$ cat src/rtl/bitorder_pkg.sv
// Shared types and constants for the RMII receive dibit-to-byte assembler.
package bitorder_pkg;

  typedef enum logic [1:0] {
    IDLE,
    PREAMBLE,
    DATA,
    DROP
  } state_e;

  localparam logic [1:0] PREAMBLE_DIBIT = 2'b01;
  localparam logic [1:0] SFD_DIBIT      = 2'b11;
  localparam int         BYTE_CNT_W     = 11;

endpackage

$ cat src/rtl/bitorder_in.sv
// RMII receive assembler: finds preamble/SFD, packs dibits LSB-first into bytes.
// Define BITORDER_IN_BYTE_COUNT_EN to expose the per-frame byte_count output.
module bitorder_in
  import bitorder_pkg::*;
#(
  parameter int MIN_PREAMBLE_DIBITS = 8
) (
  input  logic       clk,
  input  logic       rst,
  input  logic       axiiv,
  input  logic [1:0] axiid,
  output logic       axiov,
  output logic [7:0] axiod,
  output logic       frame_done,
  output logic       frame_err
`ifdef BITORDER_IN_BYTE_COUNT_EN
  ,
  output logic [BYTE_CNT_W-1:0] byte_count
`endif
);

  localparam int PW = $clog2(MIN_PREAMBLE_DIBITS + 1);
  localparam logic [PW-1:0] PMIN = PW'(MIN_PREAMBLE_DIBITS);

`ifdef BITORDER_IN_BYTE_COUNT_EN
  localparam int CW = BYTE_CNT_W;
`else
  localparam int CW = 1;
`endif

  state_e        state_q, state_d;
  logic [1:0]    idx_q, idx_d;
  logic [PW-1:0] pcnt_q, pcnt_d;
  logic [5:0]    shift_q, shift_d;
  logic [7:0]    axiod_q, axiod_d;
  logic          axiov_q, axiov_d;
  logic          done_q, done_d;
  logic          err_q, err_d;
  logic [CW-1:0] cnt_q, cnt_d;

  // Without the feature the saturating counter degenerates to a seen flag
  logic byte_seen;
  assign byte_seen = (cnt_q != '0);

  always_comb begin
    state_d = state_q;
    idx_d   = idx_q;
    pcnt_d  = pcnt_q;
    shift_d = shift_q;
    axiod_d = axiod_q;
    axiov_d = 1'b0;
    done_d  = 1'b0;
    err_d   = 1'b0;
    cnt_d   = cnt_q;
    unique case (state_q)
      IDLE: begin
        if (axiiv) begin
          if (axiid == PREAMBLE_DIBIT) begin
            state_d = PREAMBLE;
            pcnt_d  = PW'(1);
          end else begin
            state_d = DROP;
          end
        end
      end
      PREAMBLE: begin
        if (!axiiv) begin
          state_d = IDLE;
        end else if (axiid == PREAMBLE_DIBIT) begin
          if (pcnt_q < PMIN) pcnt_d = pcnt_q + 1'b1;
        end else if (axiid == SFD_DIBIT && pcnt_q >= PMIN) begin
          state_d = DATA;
          idx_d   = 2'd0;
          cnt_d   = '0;
        end else begin
          state_d = DROP;
        end
      end
      DATA: begin
        if (axiiv) begin
          idx_d = idx_q + 2'd1;
          unique case (idx_q)
            2'd0: shift_d[1:0] = axiid;
            2'd1: shift_d[3:2] = axiid;
            2'd2: shift_d[5:4] = axiid;
            2'd3: begin
              axiov_d = 1'b1;
              axiod_d = {axiid, shift_q};
              if (cnt_q != '1) cnt_d = cnt_q + 1'b1;
            end
            default: ;
          endcase
        end else begin
          state_d = IDLE;
          if (idx_q == 2'd0 && byte_seen) done_d = 1'b1;
          else                            err_d  = 1'b1;
        end
      end
      DROP: begin
        if (!axiiv) state_d = IDLE;
      end
      default: state_d = IDLE;
    endcase
  end

  always_ff @(posedge clk) begin
    if (rst) begin
      state_q <= IDLE;
      idx_q   <= '0;
      pcnt_q  <= '0;
      shift_q <= '0;
      axiod_q <= '0;
      axiov_q <= 1'b0;
      done_q  <= 1'b0;
      err_q   <= 1'b0;
      cnt_q   <= '0;
    end else begin
      state_q <= state_d;
      idx_q   <= idx_d;
      pcnt_q  <= pcnt_d;
      shift_q <= shift_d;
      axiod_q <= axiod_d;
      axiov_q <= axiov_d;
      done_q  <= done_d;
      err_q   <= err_d;
      cnt_q   <= cnt_d;
    end
  end

  assign axiov      = axiov_q;
  assign axiod      = axiod_q;
  assign frame_done = done_q;
  assign frame_err  = err_q;
`ifdef BITORDER_IN_BYTE_COUNT_EN
  assign byte_count = cnt_q;
`endif

endmodule

$ cat config.mk
export PLATFORM = sky130hd
export DESIGN_NAME = bitorder_in
export DESIGN_NICKNAME = d
export VERILOG_FILES = /design/src/rtl/bitorder_pkg.sv /design/src/rtl/bitorder_in.sv
export SDC_FILE = /design/constraint.sdc
export NUM_CORES = 1
export LEC_CHECK = 0
export CORE_AREA = 4 4 56 79
export CTS_CLUSTER_SIZE = 24
export DETAILED_ROUTE_END_ITERATION = 10
export DIE_AREA = 0 0 60 83
export GPL_ROUTABILITY_DRIVEN = 0
export MAX_ROUTING_LAYER = met4
export PLACE_DENSITY = 0.51
export SLEW_MARGIN = 30
export SYNTH_ARGS = -nofsm -noshare
export SYNTH_HDL_FRONTEND = slang
export SYNTH_SLANG_ARGS = --single-unit
$ cat constraint.sdc
create_clock -name clk -period 1.7 [get_ports clk]
set_input_delay 0.34 -clock clk [delete_from_list [all_inputs] [get_ports clk]]
set_output_delay 0.34 -clock clk [all_outputs]
set_load 0.05 [all_outputs]
# --- After elaboration in Yosys (flattened, before gate mapping) ---
# Index checks and enable logic that the tools add are counted.
totals:
  register_bits: 26
  in_bits: 5
  output_inout_bits: 11
  elab_cells: 82
op_classes:
  add_sub_neg: 3
  magnitude_cmp: 2
  eq_ne: 19
  mux: 28
  n_bitwise: 2
  reduce_logical: 17
ops:
  columns: ["operator", "count"]
  rows:
  - ["$mux W4", 5]
  - ["$mux W2", 9]
  - ["$ne A2 B2 Y1 const B", 9]
  - ["$reduce_and A3 Y1", 5]
  - ["$reduce_and A6 Y1", 2]
  - ["$eq A2 B2 Y1 const B", 5]
  - ["$mux W1", 10]
  - ["$pmux W4 S2", 1]
  - ["$eq A2 B1 Y1 const B", 3]
  - ["$pmux W2 S3", 1]
  - ["$reduce_or A3 Y1", 2]
  - ["$reduce_and A5 Y1", 1]
  - ["$add A4 B1 Y4 const B", 1]
  - ["$ge A4 B4 Y1 const B", 1]
  - ["$logic_not A2 Y1", 2]
  - ["$lt A4 B4 Y1 const B", 1]
  - ["$pmux W2 S2", 1]
  - ["$reduce_bool A2 Y1", 2]
  - ["$ne A3 B3 Y1 const B", 1]
  - ["$add A2 B1 Y2 const B", 1]
  - ["$logic_and A1 B1 Y1", 2]
  - ["$ne A2 B1 Y1 const B", 1]
  - ["$not A1 Y1", 2]
  - ["$pmux W1 S2", 1]
  - ["other kinds (2)", 2]

# --- Depth between registers and ports, before layout ---
# Gate-level depths: netlist of the first run.
depth:
  word_depth: 6
  depth_mapped: 5
  mapped_depth_nobuf: 5

# --- Worst setup path before layout of the first run ---
# No wires, ideal clock.
synth_path:
  kind: "reg2reg"
  startpoint: "register state_q[1]"
  endpoint: "register pcnt_q[0]"
  setup_ps: 86
  t_arrival_ps: 1091
  required_time_ps: 1614
  setup_slack_ps: 522
  stages_incl_launch_ff: 6
  n_path_buf: 2
  period_less_slack_ps: 1178
  path_cell_list: "dfxtp_1 -> buf_6 -> and4bb_1 -> buf_6 -> nand2_2 -> a221oi_2"
synth_via:
  elab_chain_cells: 3
  elab_cells_between_ends: 10
  cone_classes: "eq/ne: 6; mux: 1; reduce/logical: 3"
synth_rtl:
  columns: ["item", "line_no", "rtl"]
  rows:
  - ["from (decl)", "bitorder_in.sv:31", "state_e state_q, state_d;"]
  - ["from (signal assigned)", "bitorder_in.sv:118", "state_q <= state_d;"]
  - ["$eq A2 B1 Y1 / $logic_not A2 Y1 (equally long branches)", "bitorder_in.sv:55", "unique case (state_q)"]
  - ["$ne A2 B2 Y1 (no line) / $reduce_bool A2 Y1 (equally long branches)", null, null]
  - ["$reduce_and A6 Y1 (no line)", null, null]
  - ["to (signal assigned)", "bitorder_in.sv:120", "pcnt_q <= pcnt_d;"]
  - ["to (decl)", "bitorder_in.sv:33", "logic [PW-1:0] pcnt_q, pcnt_d;"]
# Parallel ways exist; a longest one is shown, timed or not.
# A chain may end at the register's enable or synchronous reset.

# --- Final worst setup path of the first run ---
layout_path:
  startpoint: "input axiiv"
  endpoint: "register pcnt_q[0]"
layout_via:
  elab_chain_cells: 2
  elab_cells_between_ends: 3
  cone_classes: "eq/ne: 2; reduce/logical: 1"
layout_rtl:
  columns: ["item", "line_no", "rtl"]
  rows:
  - ["from (decl)", "bitorder_in.sv:10", "input logic axiiv,"]
  - ["$ne A2 B2 Y1 (no line)", null, null]
  - ["$reduce_and A6 Y1 (no line) *", null, null]
# Mark *: on every way between the ends. The rest lies on a longest branch, timed or not.

==> run summary, run 1 <==
final hold violation count -> 0
reg2reg path depth -> 3
DRC viols -> 0
Starting Density -> 30.6%
Period Utilization, post-route -> 89.7%
worst r2r src -> state_q[1]$_SDFFE_PP0P_
fin. max-slew vios -> 0
status -> finished clean
wire per inst -> 12.2 um
cell count after placement -> 182
vias per cell -> 4.79
vias -> 891
Netlist cell types -> 34
CP max stage delay -> 570 ps
total CTS buffers -> 3
Synthesized Nets -> 134
cts-stage hold buffer count -> 0
fmax -> 0.656 GHz
Final Setup Violations -> 0
Final WS setup -> 175 ps
Clock Skews -> 3.14 ps
critical path arrival -> 1710 ps
CTS Root Cell -> clkbuf_8
critical path class -> in2reg
Die X -> 60 um
worst slew pin tran -> 307 ps
Detailed Route Iter0 Violations -> 22
synthesized instance count -> 123
Avg Cell Area, Syn -> 9.40 um2
Antenna Cells -> 0
start point of the critical path -> axiiv
total setup buffers inserted after CTS -> 0
Max-cap violations -> 0
hold_ws -> 456 ps
asr flop ratio synth -> 0%
Total Routing Usage GR -> 10.2%
DP Worst Slack -> -74.9 ps
drt pass-1 iters -> 4
grt ovf -> 0
CTS sink cnt -> 26
hold crit path type -> reg2reg
most frequent cells after synthesis -> 26 x dfxtp_1, 20 x nand2_1, 10 x a21oi_1, 10 x nor2_1, 7 x mux2i_1
count leader, synth -> dfxtp_1
Final ANT Viol Nets -> 0
share of post-route cells with drive strength above 1 -> 20.3%
Synth top area share -> 45.0%
Final nets -> 155
Synth Register Bits -> 26
Synth Flop Type -> dfxtp_1
die height -> 83 um
Area growth syn-to-layout -> 22.5%
setup TNS -> 0 ps
Clk pin slew, worst setup/hold paths -> 90 ps
Rel. slew slack -> 79.5%
Ports -> 16
Pwr per Cell Area -> 776 nW/um2
Post-DP HPWL -> 1.75 mm
CP Data Required Time -> 1880 ps
Synth area leader -> dfxtp_1
post-CTS sizing -> 0
pin count of the biggest net entering global routing -> 27
Post-Layout Cell Count -> 186
Syn Std Cell Area -> 1160 um2
core box area -> 3780 um2
vias in the first global route -> 907
CP Max Fanout -> 6
CTS tree -> yes
Rows -> 27
Critical Path End Type -> flop
Clock Latency Late Sink -> 260 ps
sequential-to-total area share from yosys stat -> 45.0%
Reg-to-Reg End -> pcnt_q[0]$_SDFFE_PP0P_
R2R Setup Slk -> 340 ps
H-tree levels -> 1
number of port buffers -> 15
initial antenna violation count -> 0
final wirelength -> 2.27 mm
global-route wire length before repair -> 4.02 mm
RSZ-0062 raised after global routing -> false
Area contributors post-synth -> dfxtp_1 45%, ha_1 6.5%, nand2_1 6.5%
Post-synth EDFFs -> 0
Worst VDD drop -> 0.392 mV
Die ar. -> 4980 um2
slowest CP cell -> clkdlybuf4s50_1
synth warn -> 0
leakage -> 0.000559 uW
Max clock buf depth -> 2
crit-path cells -> clkdlybuf4s50_1, and4bb_1, nand2_2, a221oi_2
critical path endpoint -> pcnt_q[0]$_SDFFE_PP0P_
Power, Total -> 1100 uW
crit path launch type -> input port
Period minus WS final -> 1520 ps
[report_power, final]
group	internal (uW)	total, uW	switching [uW]
combinational	38.2	81.5	43.3
sequential	616	627	10.8
clock	207	391	184
total	861	1100	238
[logic make-up (layout without fill, tap and decap cells)]
kind of cell             Yosys count  after routing  synth area share, %
adder cells (fa/ha/maj)            6              6                 6.49
flip-flops                        26             26                 45.0
AND/OR/NAND/NOR                   49             49                 22.0
AO/OA/AOI/OAI                     21             21                 14.1
multiplexers                       7              7                 6.06
buffers and inverters             14             34                 6.39
[worst min-delay path by stage]
stage	start	cells past startpoint	end	slack [ps]
floorplan	byte_seen$_SDFFE_PP0P_	2	frame_done$_SDFF_PP0_	430
global placement	shift_q[4]$_SDFFE_PP0P_	2	axiod[4]$_SDFFE_PP0P_	440
detailed placement	axiod[4]$_SDFFE_PP0P_	2	axiod[4]$_SDFFE_PP0P_	450
CTS	axiod[4]$_SDFFE_PP0P_	2	axiod[4]$_SDFFE_PP0P_	460
global route	shift_q[2]$_SDFFE_PP0P_	2	axiod[2]$_SDFFE_PP0P_	480
finish	axiod[2]$_SDFFE_PP0P_	2	axiod[2]$_SDFFE_PP0P_	460
[layer usage]
metal | GRT usage, % | vias up | part of all wire, %
li1 | - | 462 | -
met1 | 11.6 | 417 | 46
met2 | 17.3 | 10 | 51
met3 | 1.87 | 2 | 2.9
met4 | 3.63 | 0 | 0.97
met5 | - | - | 0
[critical path, delay by kind of cell]
kind,cells,cell delay (ps)
AO/OA/AOI/OAI,1,270
buffers and inverters,1,570
AND/OR/NAND/NOR,2,520
[state kept, by name, summed over array words and instances, names as in the netlist]
name / cells
axiod: 8
shift_q: 6
pcnt_q: 4
idx_q: 2
state_q: 2
axiov: 1
byte_seen: 1
frame_done: 1
frame_err: 1
[through the flow]
| step | cell area (um2) | util (%) |
|---|---|---|
| after floorplan | 1160 | - |
| after global placement | 1360 | 36.0 |
| after detailed placement | 1360 | 36.0 |
| after CTS | 1420 | 37.4 |
| after global routing | 1420 | 37.4 |
| final | 1420 | 37.4 |
[final cells by class]
cell class / count / area, um2
Inverter: 6 / 22.5
Clock buffer: 4 / 55.1
Multi-Input combinational cell: 83 / 562
Timing Repair Buffer: 24 / 203
Sequential cell: 26 / 520
Fill cell: 412 / 2370
Tap cell: 43 / 53.8
[cell usage in the layout (no fill, tap or decap)]
cell type and n:
a211o_1 1, a211oi_1 1, a211oi_2 1, a21oi_1 10, a221oi_2 1, a311oi_1 1, a31oi_1 1, a41oi_2 1
and4b_1 1, and4bb_1 1, buf_12 1, buf_4 19, clkbuf_8 4, clkdlybuf4s50_1 4, dfxtp_1 26, ha_1 6
inv_1 6, mux2i_1 7, nand2_1 20, nand2_2 1, nand2b_1 4, nand3_1 2, nand4b_1 4, nor2_1 10
nor3_1 2, nor3b_1 1, nor4_1 1, nor4b_1 1, nor4bb_1 1, o211ai_1 1, o21ai_1 1, o22a_1 1
o41ai_2 1
(Power assumes the default switching activity.)
==> run 2: changes to the inputs <==
--- a/config.mk
+++ b/config.mk
@@ -5,11 +5,12 @@
 export SDC_FILE = /design/constraint.sdc
 export NUM_CORES = 1
 export LEC_CHECK = 0
-export CORE_AREA = 4 4 56 79
+export CORE_AREA = 2 2 54 77
 export CTS_CLUSTER_SIZE = 24
 export DETAILED_ROUTE_END_ITERATION = 10
-export DIE_AREA = 0 0 60 83
+export DIE_AREA = 0 0 56 79
 export GPL_ROUTABILITY_DRIVEN = 0
+export HOLD_SLACK_MARGIN = 0.15
 export MAX_ROUTING_LAYER = met4
 export PLACE_DENSITY = 0.51
 export SLEW_MARGIN = 30
==> run summary, run 2 (same netlist as run 1, synthesis figures left out) <==
CP Depth -> 4
Die ar. -> 4420 um2
RSZ-0062 raised after global routing -> false
Total Routing Usage GR -> 11.9%
crit-path cells -> clkdlybuf4s50_1, and4bb_1, nand2_2, a221oi_2
CTS tree -> yes
wire per inst -> 12.5 um
CTS Root Cell -> clkbuf_8
worst slew pin tran -> 326 ps
pin count of the biggest net entering global routing -> 15
Ports -> 16
leakage -> 0.000560 uW
Clock Latency Late Sink -> 270 ps
vias per cell -> 4.94
number of port buffers -> 15
HP Start -> shift_q[3]$_SDFFE_PP0P_
Clock Skews -> 1.44 ps
drt pass-1 iters -> 4
worst r2r src -> state_q[1]$_SDFFE_PP0P_
crit path launch type -> input port
start point of the critical path -> axiiv
cts-stage hold buffer count -> 0
post-route cell area -> 1410 um2
Crit path max-delay family -> buffers and inverters
Die X -> 56 um
Worst VDD drop -> 0.329 mV
CP Data Required Time -> 1890 ps
Starting Density -> 30.6%
critical path arrival -> 1590 ps
global-route wire length before repair -> 4.08 mm
share of post-route cells with drive strength above 1 -> 20.8%
hold crit path type -> reg2reg
core box area -> 3780 um2
Final nets -> 156
DRC viols -> 0
Period Utilization, post-route -> 82.5%
H-tree levels -> 1
number of flip-flops in the largest register -> 8
Pwr per Cell Area -> 784 nW/um2
reg2reg path depth -> 3
fin. max-slew vios -> 0
Hold Path Depth -> 2
CP Max Fanout -> 6
final wirelength -> 2.34 mm
post-CTS sizing -> 0
vias in the first global route -> 902
Post-DP HPWL -> 1.81 mm
Rel. slew slack -> 78.2%
Critical Path End Type -> flop
slowest CP cell -> clkdlybuf4s50_1
fin util -> 37.3%
CP max stage delay -> 510 ps
Max-cap violations -> 0
Buf+Inv Stages, Crit Path -> 1
grt ovf -> 0
commonest non-fill, non-tap cell in the layout -> dfxtp_1
Detailed Route Iter0 Violations -> 16
CTS sink cnt -> 26
vias -> 923
Rows -> 27
fmax -> 0.713 GHz
Final Setup Violations -> 0
total setup buffers inserted after CTS -> 0
status -> finished clean
setup TNS -> 0 ps
final hold violation count -> 0
Clk pin slew, worst setup/hold paths -> 90 ps
Final ANT Viol Nets -> 0
Area after DPL -> 1360 um2
critical path class -> in2reg
Power, Total -> 1110 uW
most frequent cells in the layout -> 26 x dfxtp_1, 21 x buf_4, 20 x nand2_1, 10 x a21oi_1, 10 x nor2_1
Antenna Cells -> 0
Area growth syn-to-layout -> 22.1%
Period minus WS final -> 1400 ps
initial antenna violation count -> 0
die height -> 79 um
Max clock buf depth -> 2
total CTS buffers -> 3
run 2: changes by cell type in the layout (fill, tap and decap cells not counted), sizes merged:
cell,previous run,this run
buf,20,21
run 2: final cells by class:
| class | instances | area (um2) |
|---|---|---|
| multi-input cells | 83 | 562 |
| inverters | 6 | 22.5 |
| well taps | 43 | 53.8 |
| repair buffers | 25 | 198 |
| clock buffers | 4 | 55.1 |
| flip-flops and latches | 26 | 520 |
| fillers | 406 | 2370 |
run 2: power by group:
group	total (uW)	internal (uW)	switching, uW
registers	628	616	11.4
clock network	400	207	192
logic	79.3	36.5	42.8
run 2: tightest hold or removal path, stage by stage (launching register included):
cell     delay [ps]
dfxtp_1         320
nand2_1          50
a21oi_1          50
run 2: worst paths after layout:
| kind | end | slack, ps |
|---|---|---|
| setup / recovery | pcnt_q[0]$_SDFFE_PP0P_ | 300 |
| setup reg to reg | pcnt_q[0]$_SDFFE_PP0P_ | 370 |
| hold reg to reg | axiod[3]$_SDFFE_PP0P_ | 460 |
| hold / removal | axiod[3]$_SDFFE_PP0P_ | 460 |
run 2: layer usage:
layer | vias to the layer above | global-route usage, % | routed length, um
met5 | - | - | 0
met4 | 0 | 5.24 | 46
li1 | 466 | - | -
met1 | 436 | 14.5 | 1020
met3 | 5 | 1.95 | 74
met2 | 16 | 19.4 | 1200
run 2: through the flow:
step	std cells	hold slack, ps	setup WS, ps
2_1_floorplan	123	431	522
3_5_place_dp	183	448	19.0
5_1_grt	187	482	208
6_report	187	459	298
4_1_cts	187	464	292
3_3_place_gp	183	446	36.0
